## config.mk

```make
export PLATFORM = sky130hd
export DESIGN_NAME = uart_rx_cfg
export DESIGN_NICKNAME = d
export VERILOG_FILES = /design/src/rtl/uart_pkg.sv /design/src/rtl/uart_rx_fifo.sv /design/src/rtl/uart_rx_cfg.sv
export SDC_FILE = /design/constraint.sdc
export NUM_CORES = 1
export LEC_CHECK = 0
export ABC_CLOCK_PERIOD_IN_PS = 2350
export CORE_AREA = 2 2 60 118
export CTS_BUF_LIST = sky130_fd_sc_hd__clkbuf_4 sky130_fd_sc_hd__clkbuf_8 sky130_fd_sc_hd__clkbuf_16
export DETAILED_ROUTE_END_ITERATION = 6
export DIE_AREA = 0 0 62 120
export PLACE_DENSITY = 0.87
export SLEW_MARGIN = 10
export SYNTH_ARGS = -nofsm -noshare
export SYNTH_HDL_FRONTEND = slang
export SYNTH_SLANG_ARGS = --single-unit
```

## constraint.sdc

```tcl
create_clock -name clk_i -period 2.35 [get_ports clk_i]
set_input_delay 0.3525 -clock clk_i [delete_from_list [all_inputs] [get_ports clk_i]]
set_output_delay 0.3525 -clock clk_i [all_outputs]
set_load 0.02 [all_outputs]
```

## src/rtl/uart_pkg.sv

```systemverilog
// ---------------------------------------------------------------------------
// uart_pkg
// Definitions shared by the configurable UART receiver:
//   - parity-mode encodings for parity_mode_i
//   - receive FSM state encoding
//   - maj3(): 2-of-3 majority vote used for every bit decision
// ---------------------------------------------------------------------------
package uart_pkg;

   localparam logic [1:0] PAR_NONE = 2'b00;
   localparam logic [1:0] PAR_EVEN = 2'b01;
   localparam logic [1:0] PAR_ODD  = 2'b10;

   typedef enum logic [2:0] {
      ST_IDLE      = 3'd0,
      ST_START     = 3'd1,
      ST_DATA      = 3'd2,
      ST_PARITY    = 3'd3,
      ST_STOP      = 3'd4,
      ST_WAIT_IDLE = 3'd5
   } rx_state_e;

   function automatic logic maj3(input logic [2:0] s);
      return (s[0] & s[1]) | (s[0] & s[2]) | (s[1] & s[2]);
   endfunction

endpackage

```

## src/rtl/uart_rx_fifo.sv

```systemverilog
// ---------------------------------------------------------------------------
// uart_rx_fifo
// First-word-fall-through synchronous FIFO for received frames.
// Ports:
//   clk_i, rst_i   clock, asynchronous active-low reset
//   push_i/wdata_i write request and data (ignored when full without pop)
//   pop_i          read request (ignored when empty)
//   rdata_o        head entry, reads 0 while empty
//   empty_o/full_o occupancy flags
//   level_o        number of entries held
// ---------------------------------------------------------------------------
module uart_rx_fifo #(
   parameter int WIDTH = 9,
   parameter int DEPTH = 4
) (
   input  logic                   clk_i,
   input  logic                   rst_i,
   input  logic                   push_i,
   input  logic [WIDTH-1:0]       wdata_i,
   input  logic                   pop_i,
   output logic [WIDTH-1:0]       rdata_o,
   output logic                   empty_o,
   output logic                   full_o,
   output logic [$clog2(DEPTH):0] level_o
);

   localparam int               AW       = $clog2(DEPTH);
   localparam logic [AW-1:0]    PTR_ONE  = AW'(1);
   localparam logic [AW:0]      LVL_ONE  = (AW + 1)'(1);
   localparam logic [AW:0]      LVL_FULL = (AW + 1)'(DEPTH);

   logic [WIDTH-1:0] mem_q [DEPTH];
   logic [AW-1:0]    wr_ptr_q;
   logic [AW-1:0]    rd_ptr_q;
   logic [AW:0]      level_q;
   logic             do_push;
   logic             do_pop;

   assign empty_o = (level_q == '0);
   assign full_o  = (level_q == LVL_FULL);
   assign do_pop  = pop_i && !empty_o;
   // A push into a full FIFO is still accepted when the head leaves this cycle.
   assign do_push = push_i && (!full_o || do_pop);

   // NOTE: sequential state uses non-blocking assignments so every flop
   // samples pre-edge values regardless of statement order.
   always_ff @(posedge clk_i or negedge rst_i) begin
      if (!rst_i) begin
         wr_ptr_q <= '0;
         rd_ptr_q <= '0;
         level_q  <= '0;
      end else begin
         if (do_push) wr_ptr_q <= wr_ptr_q + PTR_ONE;
         if (do_pop)  rd_ptr_q <= rd_ptr_q + PTR_ONE;
         case ({do_push, do_pop})
            2'b10:   level_q <= level_q + LVL_ONE;
            2'b01:   level_q <= level_q - LVL_ONE;
            default: level_q <= level_q;
         endcase
      end
   end

   // NOTE: storage is deliberately not reset; only pointers and level are.
   // The head is gated with empty_o so the output still reads 0 after reset.
   always_ff @(posedge clk_i) begin
      if (do_push) mem_q[wr_ptr_q] <= wdata_i;
   end

   assign rdata_o = empty_o ? '0 : mem_q[rd_ptr_q];
   assign level_o = level_q;

endmodule

```

## src/rtl/uart_rx_cfg.sv

```systemverilog
// ---------------------------------------------------------------------------
// uart_rx_cfg
// Configurable UART receiver: DATA_W data bits LSB first, runtime parity
// (none/even/odd) and 1/2 stop bits, 3-sample majority per bit, break
// detection, FWFT receive FIFO with sticky overrun.
// Ports:
//   clk_i, rst_i            clock, asynchronous active-low reset
//   baud_tick_i             OVERSAMPLE x baud strobe
//   rx_serial_i             asynchronous serial line, idle high
//   parity_mode_i           00 none, 01 even, 10 odd, 11 none
//   stop_bits_i             0 = one stop bit, 1 = two
//   rx_data_o/rx_parity_err_o/rx_valid_o/rx_ready_i  FIFO head handshake
//   rx_frame_err_o, rx_break_o  one-cycle error pulses
//   rx_overrun_o/overrun_clr_i  sticky overrun and its clear
//   rx_busy_o               frame in progress
//   fifo_level_o            entries held
// ---------------------------------------------------------------------------
module uart_rx_cfg #(
   parameter int DATA_W     = 8,
   parameter int OVERSAMPLE = 16,
   parameter int FIFO_DEPTH = 4
) (
   input  logic                        clk_i,
   input  logic                        rst_i,
   input  logic                        baud_tick_i,
   input  logic                        rx_serial_i,
   input  logic [1:0]                  parity_mode_i,
   input  logic                        stop_bits_i,
   output logic [DATA_W-1:0]           rx_data_o,
   output logic                        rx_parity_err_o,
   output logic                        rx_valid_o,
   input  logic                        rx_ready_i,
   output logic                        rx_frame_err_o,
   output logic                        rx_break_o,
   output logic                        rx_overrun_o,
   input  logic                        overrun_clr_i,
   output logic                        rx_busy_o,
   output logic [$clog2(FIFO_DEPTH):0] fifo_level_o
);

   import uart_pkg::*;

   localparam int                TICK_W   = $clog2(OVERSAMPLE);
   localparam int                CNT_W    = $clog2(DATA_W + 1);
   localparam logic [TICK_W-1:0] T_ONE    = TICK_W'(1);
   localparam logic [TICK_W-1:0] T_FIRST  = TICK_W'(OVERSAMPLE / 2 - 2);
   localparam logic [TICK_W-1:0] T_MID    = TICK_W'(OVERSAMPLE / 2 - 1);
   localparam logic [TICK_W-1:0] T_DECIDE = TICK_W'(OVERSAMPLE / 2);
   localparam logic [TICK_W-1:0] T_LAST   = TICK_W'(OVERSAMPLE - 1);
   localparam logic [CNT_W-1:0]  CNT_ONE  = CNT_W'(1);
   localparam logic [CNT_W-1:0]  BIT_LAST = CNT_W'(DATA_W - 1);

   rx_state_e          state_q, state_d;
   logic [2:0]         sync_q;
   logic [TICK_W-1:0]  tick_q, tick_d;
   logic [1:0]         samp_q, samp_d;
   logic [DATA_W-1:0]  shreg_q, shreg_d;
   logic [CNT_W-1:0]   bit_cnt_q, bit_cnt_d;
   logic               par_err_q, par_err_d;
   logic               par_bit_q, par_bit_d;
   logic               stop_idx_q, stop_idx_d;
   logic [1:0]         par_mode_q, par_mode_d;
   logic               stop2_q, stop2_d;
   logic               busy_q, frame_err_q, break_q, overrun_q;
   logic               frame_err_d, break_d, push_req;

   logic rx_s, decide, bit_end, bit_val, par_en, par_exp, break_pat;
   logic stop_fail, stop_ok_last, fifo_full, fifo_empty, pop, overrun_set;

   assign rx_s      = sync_q[2];
   assign decide    = baud_tick_i && (tick_q == T_DECIDE);
   assign bit_end   = baud_tick_i && (tick_q == T_LAST);
   // Samples from ticks M-1 and M are held; tick M+1 is the live input.
   assign bit_val   = maj3({rx_s, samp_q});
   assign par_en    = (par_mode_q == PAR_EVEN) || (par_mode_q == PAR_ODD);
   assign par_exp   = (^shreg_q) ^ (par_mode_q == PAR_ODD);
   // A break is a line low from the start bit through the failing stop bit,
   // so a second-stop failure after a good first stop is a framing error.
   assign break_pat = (shreg_q == '0) && (!par_en || !par_bit_q) && !stop_idx_q;
   assign stop_fail    = decide && !bit_val;
   assign stop_ok_last = decide && bit_val && (!stop2_q || stop_idx_q);

   // ---------------- state register ----------------
   always_ff @(posedge clk_i or negedge rst_i) begin
      if (!rst_i) begin
         sync_q      <= 3'b111;
         state_q     <= ST_IDLE;
         tick_q      <= '0;
         samp_q      <= 2'b11;
         shreg_q     <= '0;
         bit_cnt_q   <= '0;
         par_err_q   <= 1'b0;
         par_bit_q   <= 1'b0;
         stop_idx_q  <= 1'b0;
         par_mode_q  <= PAR_NONE;
         stop2_q     <= 1'b0;
         busy_q      <= 1'b0;
         frame_err_q <= 1'b0;
         break_q     <= 1'b0;
         overrun_q   <= 1'b0;
      end else begin
         sync_q      <= {sync_q[1:0], rx_serial_i};
         state_q     <= state_d;
         tick_q      <= tick_d;
         samp_q      <= samp_d;
         shreg_q     <= shreg_d;
         bit_cnt_q   <= bit_cnt_d;
         par_err_q   <= par_err_d;
         par_bit_q   <= par_bit_d;
         stop_idx_q  <= stop_idx_d;
         par_mode_q  <= par_mode_d;
         stop2_q     <= stop2_d;
         busy_q      <= (state_q != ST_IDLE);
         frame_err_q <= frame_err_d;
         break_q     <= break_d;
         // Setting wins over a clear in the same cycle.
         overrun_q   <= overrun_set ? 1'b1 : (overrun_clr_i ? 1'b0 : overrun_q);
      end
   end

   // ---------------- next-state logic ----------------
   always_comb begin
      // NOTE: every _d defaults to its _q first, so no path infers a latch.
      state_d    = state_q;
      tick_d     = tick_q;
      samp_d     = samp_q;
      shreg_d    = shreg_q;
      bit_cnt_d  = bit_cnt_q;
      par_err_d  = par_err_q;
      par_bit_d  = par_bit_q;
      stop_idx_d = stop_idx_q;
      par_mode_d = par_mode_q;
      stop2_d    = stop2_q;

      if (baud_tick_i) begin
         tick_d = (tick_q == T_LAST) ? '0 : tick_q + T_ONE;
         if (tick_q == T_FIRST) samp_d[0] = rx_s;
         if (tick_q == T_MID)   samp_d[1] = rx_s;
      end

      unique case (state_q)
         ST_IDLE: begin
            if (baud_tick_i && !rx_s) begin
               state_d    = ST_START;
               tick_d     = T_ONE;
               par_mode_d = parity_mode_i;
               stop2_d    = stop_bits_i;
               bit_cnt_d  = '0;
               stop_idx_d = 1'b0;
               par_err_d  = 1'b0;
               par_bit_d  = 1'b0;
            end
         end
         ST_START: begin
            if (decide && bit_val) state_d = ST_IDLE;
            else if (bit_end)      state_d = ST_DATA;
         end
         ST_DATA: begin
            if (decide) shreg_d = {bit_val, shreg_q[DATA_W-1:1]};
            if (bit_end) begin
               if (bit_cnt_q == BIT_LAST) state_d = par_en ? ST_PARITY : ST_STOP;
               else                       bit_cnt_d = bit_cnt_q + CNT_ONE;
            end
         end
         ST_PARITY: begin
            if (decide) begin
               par_bit_d = bit_val;
               par_err_d = (bit_val != par_exp);
            end
            if (bit_end) state_d = ST_STOP;
         end
         ST_STOP: begin
            if (stop_fail)         state_d = ST_WAIT_IDLE;
            else if (stop_ok_last) state_d = ST_IDLE;
            else if (bit_end)      stop_idx_d = 1'b1;
         end
         ST_WAIT_IDLE: begin
            if (baud_tick_i && rx_s) state_d = ST_IDLE;
         end
         default: state_d = ST_IDLE;
      endcase

      // Every return to IDLE (including the early exit half-way through the
      // final stop bit) restarts the bit timer.
      if (state_d == ST_IDLE) tick_d = '0;
   end

   // ---------------- output logic ----------------
   always_comb begin
      push_req    = 1'b0;
      frame_err_d = 1'b0;
      break_d     = 1'b0;
      if (state_q == ST_STOP) begin
         if (stop_fail) begin
            if (break_pat) break_d     = 1'b1;
            else           frame_err_d = 1'b1;
         end else if (stop_ok_last) begin
            push_req = 1'b1;
         end
      end
   end

   assign pop         = rx_valid_o && rx_ready_i;
   assign overrun_set = push_req && fifo_full && !pop;

   uart_rx_fifo #(
      .WIDTH (DATA_W + 1),
      .DEPTH (FIFO_DEPTH)
   ) u_fifo (
      .clk_i   (clk_i),
      .rst_i   (rst_i),
      .push_i  (push_req),
      .wdata_i ({par_err_q, shreg_q}),
      .pop_i   (pop),
      .rdata_o ({rx_parity_err_o, rx_data_o}),
      .empty_o (fifo_empty),
      .full_o  (fifo_full),
      .level_o (fifo_level_o)
   );

   assign rx_valid_o     = !fifo_empty;
   assign rx_frame_err_o = frame_err_q;
   assign rx_break_o     = break_q;
   assign rx_overrun_o   = overrun_q;
   assign rx_busy_o      = busy_q;

endmodule

```

==> reports/results.tsv <==
metric	value	unit
CTS tree	yes	
n_diodes	0	
Num Clock Sinks	77	
CP Max Fanout	11	
#FFs+latches synth	77	
worst min-delay path class	in2async	
root buf cell	clkbuf_16	
PortBufs	25	
Max Root-Sink Buffers	2	
initial antenna violation count	0	
number of library cell types mapped by synthesis	59	
core area	0.00657	mm²
# hold bufs at CTS	0	
final wirelength	7.25	mm
layout cells sized above 1	0.174	
FF-to-FF path depth	10	
post-layout minimum cycle time	2.21	ns
critical path class	reg2out	
slew of the pin with the lowest slew margin	0.916	ns
setup TNS	0	ns
Pre-antenna DRT Iters	4	
leakage	1.67	nW
Die Y	120	µm
DRC	0	
CTS clock-pin slew for the worst setup and hold paths	0.06	ns
worst skew pair latency	0.33	ns
Die ar.	0.00744	mm²
first-pass GRT wire length	12.0	mm
RSZ-0062 raised after global routing	false	
syn_nets	322	
maximum clock frequency	452	MHz
Initial Utilization	0.560	
Row Count	42	
HPWL after DPL	5.34	mm
Vias/cell	5.69	
routability cong.	0.876	
WP data required	2.00	ns
htree depth	3	
worst vdd ir	0.479	mV
final slew viol count	0	
Post-CTS Setup Bufs	0	
# IOs	26	
Synth warnings	0	
Fillers	481	
Die W	62	µm
Mapped Area	0.00368	mm²
Fin. Hold Viols	0	
critical path arrival	1.86	ns
vias	2459	
Pwr Density	1020	mW/mm²
ys flop type	edfxtp_1	
GR Overflow Total	0	
Rel. slew slack	0.390	
Crit. End Element	output pin	
total power	4.50	mW
EDFF count, synth	36	
Initial DRC Count	87	
Mapped Avg Cell Area	12.3	µm²
overall global routing resource usage	0.228	
post-synthesis sequential area ratio	0.574	
final setup violating endpoints	0	
post-route ant nets	0	
DR WL/cell	16.8	µm
post-synthesis cell count	299	
Setup Skew	0.00633	ns
Final Cycle Share	0.941	
Worst setup SP type	register	
max cap viols	0	
fin nets	362	
asr flop ratio synth	0.532	
largest net degree at the start of global routing	42	
vias in the first global route	2566	
P&R area growth vs syn	19.9	%
total CTS buffers	9	
status	finished, final reports clean	
==> cells in the mapped netlist (2+ instances only) <==
cell,number,area (µm²)
o21ai_0,16,80.1
nor2_1,11,41.3
buf_6,2,22.5
a22oi_1,2,15.0
dfstp_2,5,131
o21ai_1,2,10.0
a22o_1,2,17.5
mux2i_1,3,30.0
and4b_1,2,20.0
o31ai_1,3,22.5
clkbuf_1,6,22.5
and4_1,2,17.5
inv_1,24,90.1
edfxtp_1,36,1080
nand2_1,36,135
a21oi_1,5,25.0
nand3_1,9,45.0
a31oi_1,3,18.8
nand3b_1,3,22.5
buf_4,3,22.5
nand4_1,2,12.5
mux2_2,2,22.5
and2_1,11,68.8
buf_2,2,10.0
dfrtp_1,36,901
and3_1,6,37.5
xor2_1,2,17.5
nand2b_1,3,18.8
xnor2_1,8,70.1
ha_1,13,163
nor4_1,2,12.5
nor2b_1,2,12.5
mux4_2,9,203
==> sequential cells by signal, indices dropped and copies added (netlist names) <==
name,flops
u_fifo.mem_q,36
shreg_q,8
bit_cnt_q,4
tick_q,4
state_q,3
sync_q,3
u_fifo.level_o,3
par_mode_q,2
samp_q,2
u_fifo.rd_ptr_q,2
u_fifo.wr_ptr_q,2
par_bit_q,1
par_err_q,1
rx_break_o,1
rx_busy_o,1
rx_frame_err_o,1
rx_overrun_o,1
stop2_q,1
stop_idx_q,1
==> worst paths after layout <==
| check | from | endpoint | slack [ns] |
|---|---|---|---|
| worst max register to register | tick_q[0]$_DFF_PN0_ | u_fifo.level_o[2]$_DFFE_PN0P_ | 0.18 |
| worst min-delay path | rst_i | u_fifo.rd_ptr_q[1]$_DFFE_PN0P_ | 0.15 |
| worst min register to register | sync_q[0]$_DFF_PN1_ | sync_q[1]$_DFF_PN1_ | 0.36 |
| min in group clk_i | sync_q[0]$_DFF_PN1_ | sync_q[1]$_DFF_PN1_ | 0.36 |
| max in group asynchronous | rst_i | shreg_q[3]$_DFFE_PN0P_ | 1.63 |
| worst max-delay path | u_fifo.rd_ptr_q[0]$_DFFE_PN0P_ | rx_parity_err_o | 0.14 |
==> layout by cell type (no fill, tap or decap), types with 2 or more instances in the layout <==
cell type         n
xor2_1            2
nand3_1           9
mux4_2            9
and4b_1           2
o31ai_1           3
clkbuf_16         9
dlygate4sd2_1     9
dfrtp_1          36
a22o_1            2
nand2_1          35
o21ai_0          16
clkinvlp_4        2
dfstp_2           5
o21ai_1           2
mux2_2            2
nand4_1           2
buf_4            16
and4_1            2
edfxtp_1         36
and3_1            6
clkdlybuf4s50_1  15
xnor2_1           8
nand2b_1          3
nand3b_1          3
a22oi_1           2
nor2_1           11
inv_1            24
bufinv_16         2
ha_1             13
and2_1           11
nor4_1            2
mux2i_1           3
nor2b_1           2
a31oi_1           3
a21oi_1           5
==> routing by layer <==
layer,up-vias,routed length [µm],part of all wire,GRT usage
li1,1158,-,-,-
met1,1228,2350,0.32,0.219
met2,51,4470,0.62,0.417
met3,22,171,0.024,0.0463
met4,0,250,0.034,0.121
met5,-,0,0,0
==> logic make-up after synthesis <==
group | share of synthesized area
adders and majority gates | 0.0527
AOI/OAI and AO/OA | 0.0884
muxes | 0.0693
and+or+nand+nor | 0.146
xor gates and xnor gates | 0.0238
buffers and inverters | 0.0455
DFF | 0.574
==> where the power goes <==
| part | total (mW) | internal [mW] | switching, mW |
|---|---|---|---|
| logic | 1.35 | 0.613 | 0.739 |
| clock network | 1.46 | 0.940 | 0.521 |
| registers | 1.69 | 1.54 | 0.150 |
==> through the flow <==
stage | instance area, µm² | hold WS, ns | utilization | std cells | worst slack (ns)
after floorplan | 3680 | 0.0569 | - | 299 | 0.132
after global placement | 4100 | 0.347 | 0.624 | 416 | 0.131
after detailed placement | 4100 | 0.347 | 0.624 | 416 | 0.0939
after CTS | 4410 | 0.175 | 0.671 | 432 | 0.0947
after global routing | 4410 | 0.231 | 0.672 | 432 | 0.00575
final | 4410 | 0.146 | 0.672 | 432 | 0.138
==> repair_timing <==
action                                  in CTS  in global routing
gates resized for setup                      9                  1
endpoints found under the setup margin       9                  1
endpoints found under the hold margin        0                  0
pin swaps                                    0                  0
==> critical path, cell delays in order, from the launching register on <==
cell	delay, ns
dfrtp_1	0.37
buf_12	0.16
mux4_2	0.50
and2_1	0.18
dlygate4sd2_1	0.31
==> final cells by class <==
| type | instances | area [µm²] | share of cell area |
|---|---|---|---|
| flip-flops and latches | 77 | 2110 | 0.479 |
| multi-input cells | 185 | 1400 | 0.318 |
| repair buffers | 42 | 374 | 0.0848 |
| clock buffers | 10 | 233 | 0.0528 |
| well taps | 88 | 110 | 0.0250 |
| inverters | 24 | 90.1 | 0.0204 |
| clock inverters | 6 | 88.8 | 0.0201 |
Note: power is estimated with default switching activity, not from simulation.
==> RTL change 1: new RTL, same flow settings <==
Put a register stage on the output `fifo_level_o`, cleared by the reset. The value now appears one clock later. The other outputs are not delayed to match.
--- a/src/rtl/uart_rx_cfg.sv
+++ b/src/rtl/uart_rx_cfg.sv
@@ -51,4 +51,6 @@
    localparam logic [CNT_W-1:0]  BIT_LAST = CNT_W'(DATA_W - 1);
 
+   logic [$clog2(FIFO_DEPTH):0] fifo_level_d;
+
    rx_state_e          state_q, state_d;
    logic [2:0]         sync_q;
@@ -216,5 +218,5 @@
       .empty_o (fifo_empty),
       .full_o  (fifo_full),
-      .level_o (fifo_level_o)
+      .level_o (fifo_level_d)
    );
 
@@ -225,4 +227,12 @@
    assign rx_busy_o      = busy_q;
 
+   always_ff @(posedge clk_i or negedge rst_i) begin
+      if (!rst_i) begin
+         fifo_level_o <= '0;
+      end else begin
+         fifo_level_o <= fifo_level_d;
+      end
+   end
+
 endmodule
 
Behaviour: no difference found for any inputs over 10 cycles, from zero or initial values and one cycle with rst_i low; that may be too few to reach the edited logic, so the function may still have changed.
==> RTL change 1 against the unedited design <==
- via count grew 0.65%
- largest cell class unchanged
- synthesized cell count increased by 1.3%
- sequential cell count increased by 3
- fmax shrank 2.1%
- largest power group unchanged
- final area rose by 5.2%
- wire length decreased by 0.23%
- worst setup slack worse by 48 ps
- power increased by 4.9%
- worst hold slack better by 7.9 ps
- area after synthesis is 4.2% higher
- critical path depth stayed put
- die area stayed put
- first-iteration DRC count rose by 6.9%
- register-to-register slack worse by 20 ps
==> RTL change 1: results (changes against the unedited design) <==
{| class="wikitable"
! Metric !! Value
|-
| Outcome || complete, no violations
|-
| Detailed-route wire length per cell || 16.4 um (-2.0%)
|-
| Clock-pin slew on the worst setup and hold paths || 60 ps (about the same)
|-
| Net count after synthesis || 326 (+1.2%)
|-
| TritonCTS buffer count || 9 (unchanged)
|-
| Maximum single-stage delay on the critical path || 550 ps (+50 ps)
|-
| Most numerous cell in the Yosys netlist || dfrtp_1
|-
| Total of fill cells in the finished design || 416 (-14%)
|-
| Share of final-layout standard cells stronger than drive strength 1 || 0.202 (+0.0273)
|-
| DRT iter0 DRCs || 93 (+6.9%)
|-
| Distinct cell type count of the synthesized netlist || 60 (+1.7%)
|-
| First-pass GRT wire length || 12200 um (+1.2%)
|-
| Transition time at the pin with the least slew margin || 922 ps (+6.77 ps)
|-
| Arr. time, crit path || 1910 ps (+50 ps)
|-
| Number of warnings reported in the yosys synthesis log || 0 (unchanged)
|-
| Asr flop ratio synth || 0.550 (+0.0175)
|-
| Post-cts gate resize count || 10 (+1)
|-
| DP HPWL || 5330 um (-0.13%)
|-
| Worst setup timing slack at the placement stage || -53.1 ps (-147 ps)
|-
| Slack of the worst reg-to-reg path || 160 ps (-20 ps)
|-
| Antenna diodes || 0 (unchanged)
|-
| Final weighted congestion of routability-driven global placement || 0.834 (-4.8%)
|-
| Most numerous cell types in the synthesized netlist || dfrtp_1 (39), edfxtp_1 (36), nand2_1 (34)
|-
| Final worst-path cycle share || 0.962 (+0.0206)
|-
| Endpoint of the most critical setup path || rx_data_o[7]
|-
| Via-to-Cell Ratio || 5.63 (-1.2%)
|-
| Reg2reg path depth || 9 (-1)
|-
| Final layout net count || 370 (+2.2%)
|-
| Portion of the post-synthesis area used by sequential elements || 0.570 (-0.00384)
|-
| FF-to-FF Start || tick_q[1]
|-
| Total track usage || 0.230 (+0.00158)
|-
| Worst vdd rail ir drop || 0.863 mV (+80%)
|-
| Post-route clock skew || 4.34 ps (-1.99 ps)
|-
| Hold WS || 154 ps (+7.92 ps)
|-
| Leakage component of the power || 1.85 nW (+11%)
|-
| Top cells by area in the synthesized netlist || edfxtp_1 (28%), dfrtp_1 (25%), mux4_2 (5.3%), ha_1 (4.2%), dfstp_2 (3.4%)
|-
| CTS H-Tree Depth || 3 (unchanged)
|}
-- RTL change 1: cell types whose count changed after synthesis, moves of 3 or more --
cell      delta
nor2_1       -5
nor3_1       +4
and2_1       +4
or3_1        +3
and3_1       -6
inv_1        -5
a211oi_1     +3
dfrtp_1      +3
-- RTL change 1: final cells by class --
class	count	area (um^2)	area share
Clock buffer	9	225	0.0485
Tap cell	88	110	0.0237
Clock inverter	7	71.3	0.0154
Sequential cell	80	2190	0.471
Multi-Input combinational cell	191	1520	0.328
Inverter	19	71.3	0.0154
Timing Repair Buffer	46	454	0.0978
-- RTL change 1: logic make-up (layout without fill, tap and decap cells) --
kind of cell    Yosys count  in the layout  synth area share
fa+ha+maj                15             15            0.0512
buf+inv                  32             81            0.0395
compound gates           46             46            0.0815
simple gates            104            104             0.163
xor+xnor                 11             11            0.0251
mux                      15             15            0.0694
flops                    80             80             0.570
-- RTL change 1: power by group --
part / total [mW] / internal, mW / switching (mW) / leakage, nW
Clock: 1.37 / 0.821 / 0.546 / 0.139
Sequential: 1.78 / 1.64 / 0.148 / 0.900
Combinational: 1.58 / 0.756 / 0.820 / 0.815
Total: 4.73 / 3.21 / 1.51 / 1.85
-- RTL change 1: metal layers --
layer,vias up,track usage,wire length (um)
met2,55,0.406,4250
met5,-,0,0
li1,1182,-,-
met3,25,0.0560,237
met4,0,0.121,269
met1,1213,0.230,2470
-- RTL change 1: stage by stage --
step	TNS [ps]	cells	instance area [um^2]
after CTS	0	440	4640
after detailed placement	-53.1	424	4350
after global placement	0	424	4350
after global routing	0	440	4640
after floorplan	0	303	3860
final	0	440	4640
==> RTL change 2: new RTL, config.mk and constraints unchanged <==
Made on the original files. `OVERSAMPLE`: 16 -> 32.
--- a/src/rtl/uart_rx_cfg.sv
+++ b/src/rtl/uart_rx_cfg.sv
@@ -18,5 +18,5 @@
 module uart_rx_cfg #(
    parameter int DATA_W     = 8,
-   parameter int OVERSAMPLE = 16,
+   parameter int OVERSAMPLE = 32,
    parameter int FIFO_DEPTH = 4
 ) (
Check against the original RTL: same outputs for any inputs over 10 cycles, from zero or initial values and one cycle with rst_i low; that may be too few to reach the edited logic, so the function may still have changed.
==> RTL change 2 against the unedited design <==
- sequential cell count increased by 1
- final cell count decreased by 1.6%
- power decreased by 7.2%
- area after synthesis increased by 0.65%
- wire length decreased by 2.0%
- worst setup slack got worse by 28 ps
- non-clock buffer count increased by 3
- final area increased by 2.4%
- critical endpoint is now rx_valid_o
- largest cell class unchanged
- largest power group unchanged
- highest routed layer unchanged
==> RTL change 2: results (changes against the unedited design) <==
{| class="wikitable"
! Metric !! Value
|-
| Worst-path cell with the longest stage delay || clkdlybuf4s50_1
|-
| Detailed-route wire length per cell || 16.7 um (-0.43%)
|-
| Leakage component of the power || 1.73 nW (+3.5%)
|-
| Maximum single-stage delay on the critical path || 600 ps (+100 ps)
|-
| Sum of routed wire segments on met1 || 2300 um (-2.4%)
|-
| Distinct cell type count of the synthesized netlist || 56 (-5.1%)
|-
| Portion of the post-synthesis area used by sequential elements || 0.577 (+0.00307)
|-
| Max transition margin || 0.381 (-0.00873)
|-
| Pre-antenna DRT Iters || 5 (+1)
|-
| Crit. Startpoint || u_fifo.level_o[1]
|-
| Most numerous cell types in the synthesized netlist || dfrtp_1 (37), edfxtp_1 (36), inv_1 (24), nand2_1 (24)
|-
| Final weighted congestion of routability-driven global placement || 0.876 (about the same)
|-
| Placed cells || 408 (-1.9%)
|-
| Top_reg_cell synth || dfrtp_1
|-
| WL met3 || 236 um (+38%)
|-
| Multiplexer share of the synthesized area || 0.0908 (+0.0215)
|-
| DP HPWL || 5300 um (-0.74%)
|-
| Outcome || complete, no violations
|-
| Largest net degree at the start of global routing || 43 (+2.4%)
|-
| Share of final-layout standard cells stronger than drive strength 1 || 0.199 (+0.0244)
|-
| Top cells by area in the synthesized netlist || edfxtp_1 (29%), dfrtp_1 (25%), mux4_2 (5.5%), ha_1 (5.4%), dfstp_2 (3.5%)
|-
| Number of global-route vias before repair || 2599 (+1.3%)
|-
| Asr flop ratio synth || 0.538 (+0.00599)
|-
| Met3 Track Usage GR || 0.0571 (+0.0108)
|-
| FF-to-FF Start || sync_q[2]
|-
| First-pass GRT wire length || 11800 um (-2.1%)
|}
## RTL change 2: cell types whose count changed after synthesis, sizes merged, moves of 3 or more
cell / change
and3: -4
nand2b: +3
or3: +3
buf: -3
o21ai: -5
ha: +3
and2: +4
nand3: -7
nand2: -12
mux2i: +7
nor2: -3
## RTL change 2: area by class of cell
cell class	instances	area [um^2]
inverters	24	90.1
well taps	88	110
repair buffers	45	447
clock inverters	4	25.0
multi-input cells	174	1450
flip-flops and latches	78	2140
clock buffers	12	254
fillers	459	2050
## RTL change 2: critical path, delay by kind of cell, from the launching register on
family	cells	cell delay, ps
buf+inv	1	600
flops	1	420
simple gates	1	540
## RTL change 2: where the power goes
part	switching [mW]	total [mW]	leakage (nW)	internal, mW
clock	0.502	1.26	0.135	0.762
sequential	0.150	1.70	0.701	1.55
combinational	0.634	1.21	0.890	0.578
## RTL change 2: path summary, 6_finish.rpt
kind / slack, ps / endpoint
setup / recovery: 110 / rx_valid_o
hold / removal: 160 / state_q[0]
setup reg to reg: 160 / u_fifo.level_o[2]
hold reg to reg: 360 / sync_q[2]
max in group asynchronous: 1600 / rx_break_o
min in group clk_i: 360 / sync_q[2]
## RTL change 2: per-stage QoR
| step | instance area, um^2 | setup slack (ps) | utilization |
|---|---|---|---|
| CTS | 4490 | 31.1 | 0.684 |
| floorplan | 3710 | 14.5 | - |
| finish | 4520 | 109 | 0.687 |
| global route | 4520 | 1.71 | 0.687 |
| global placement | 4220 | 25.9 | 0.643 |
| detailed placement | 4220 | -73.0 | 0.643 |
## RTL change 2: what timing repair did
| action | 4_1_cts | 5_1_grt |
|---|---|---|
| pin swaps | 0 | 4 |
| gates resized for setup | 9 | 6 |
| setup endpoints to repair | 9 | 3 |
| buffers inserted | 0 | 1 |
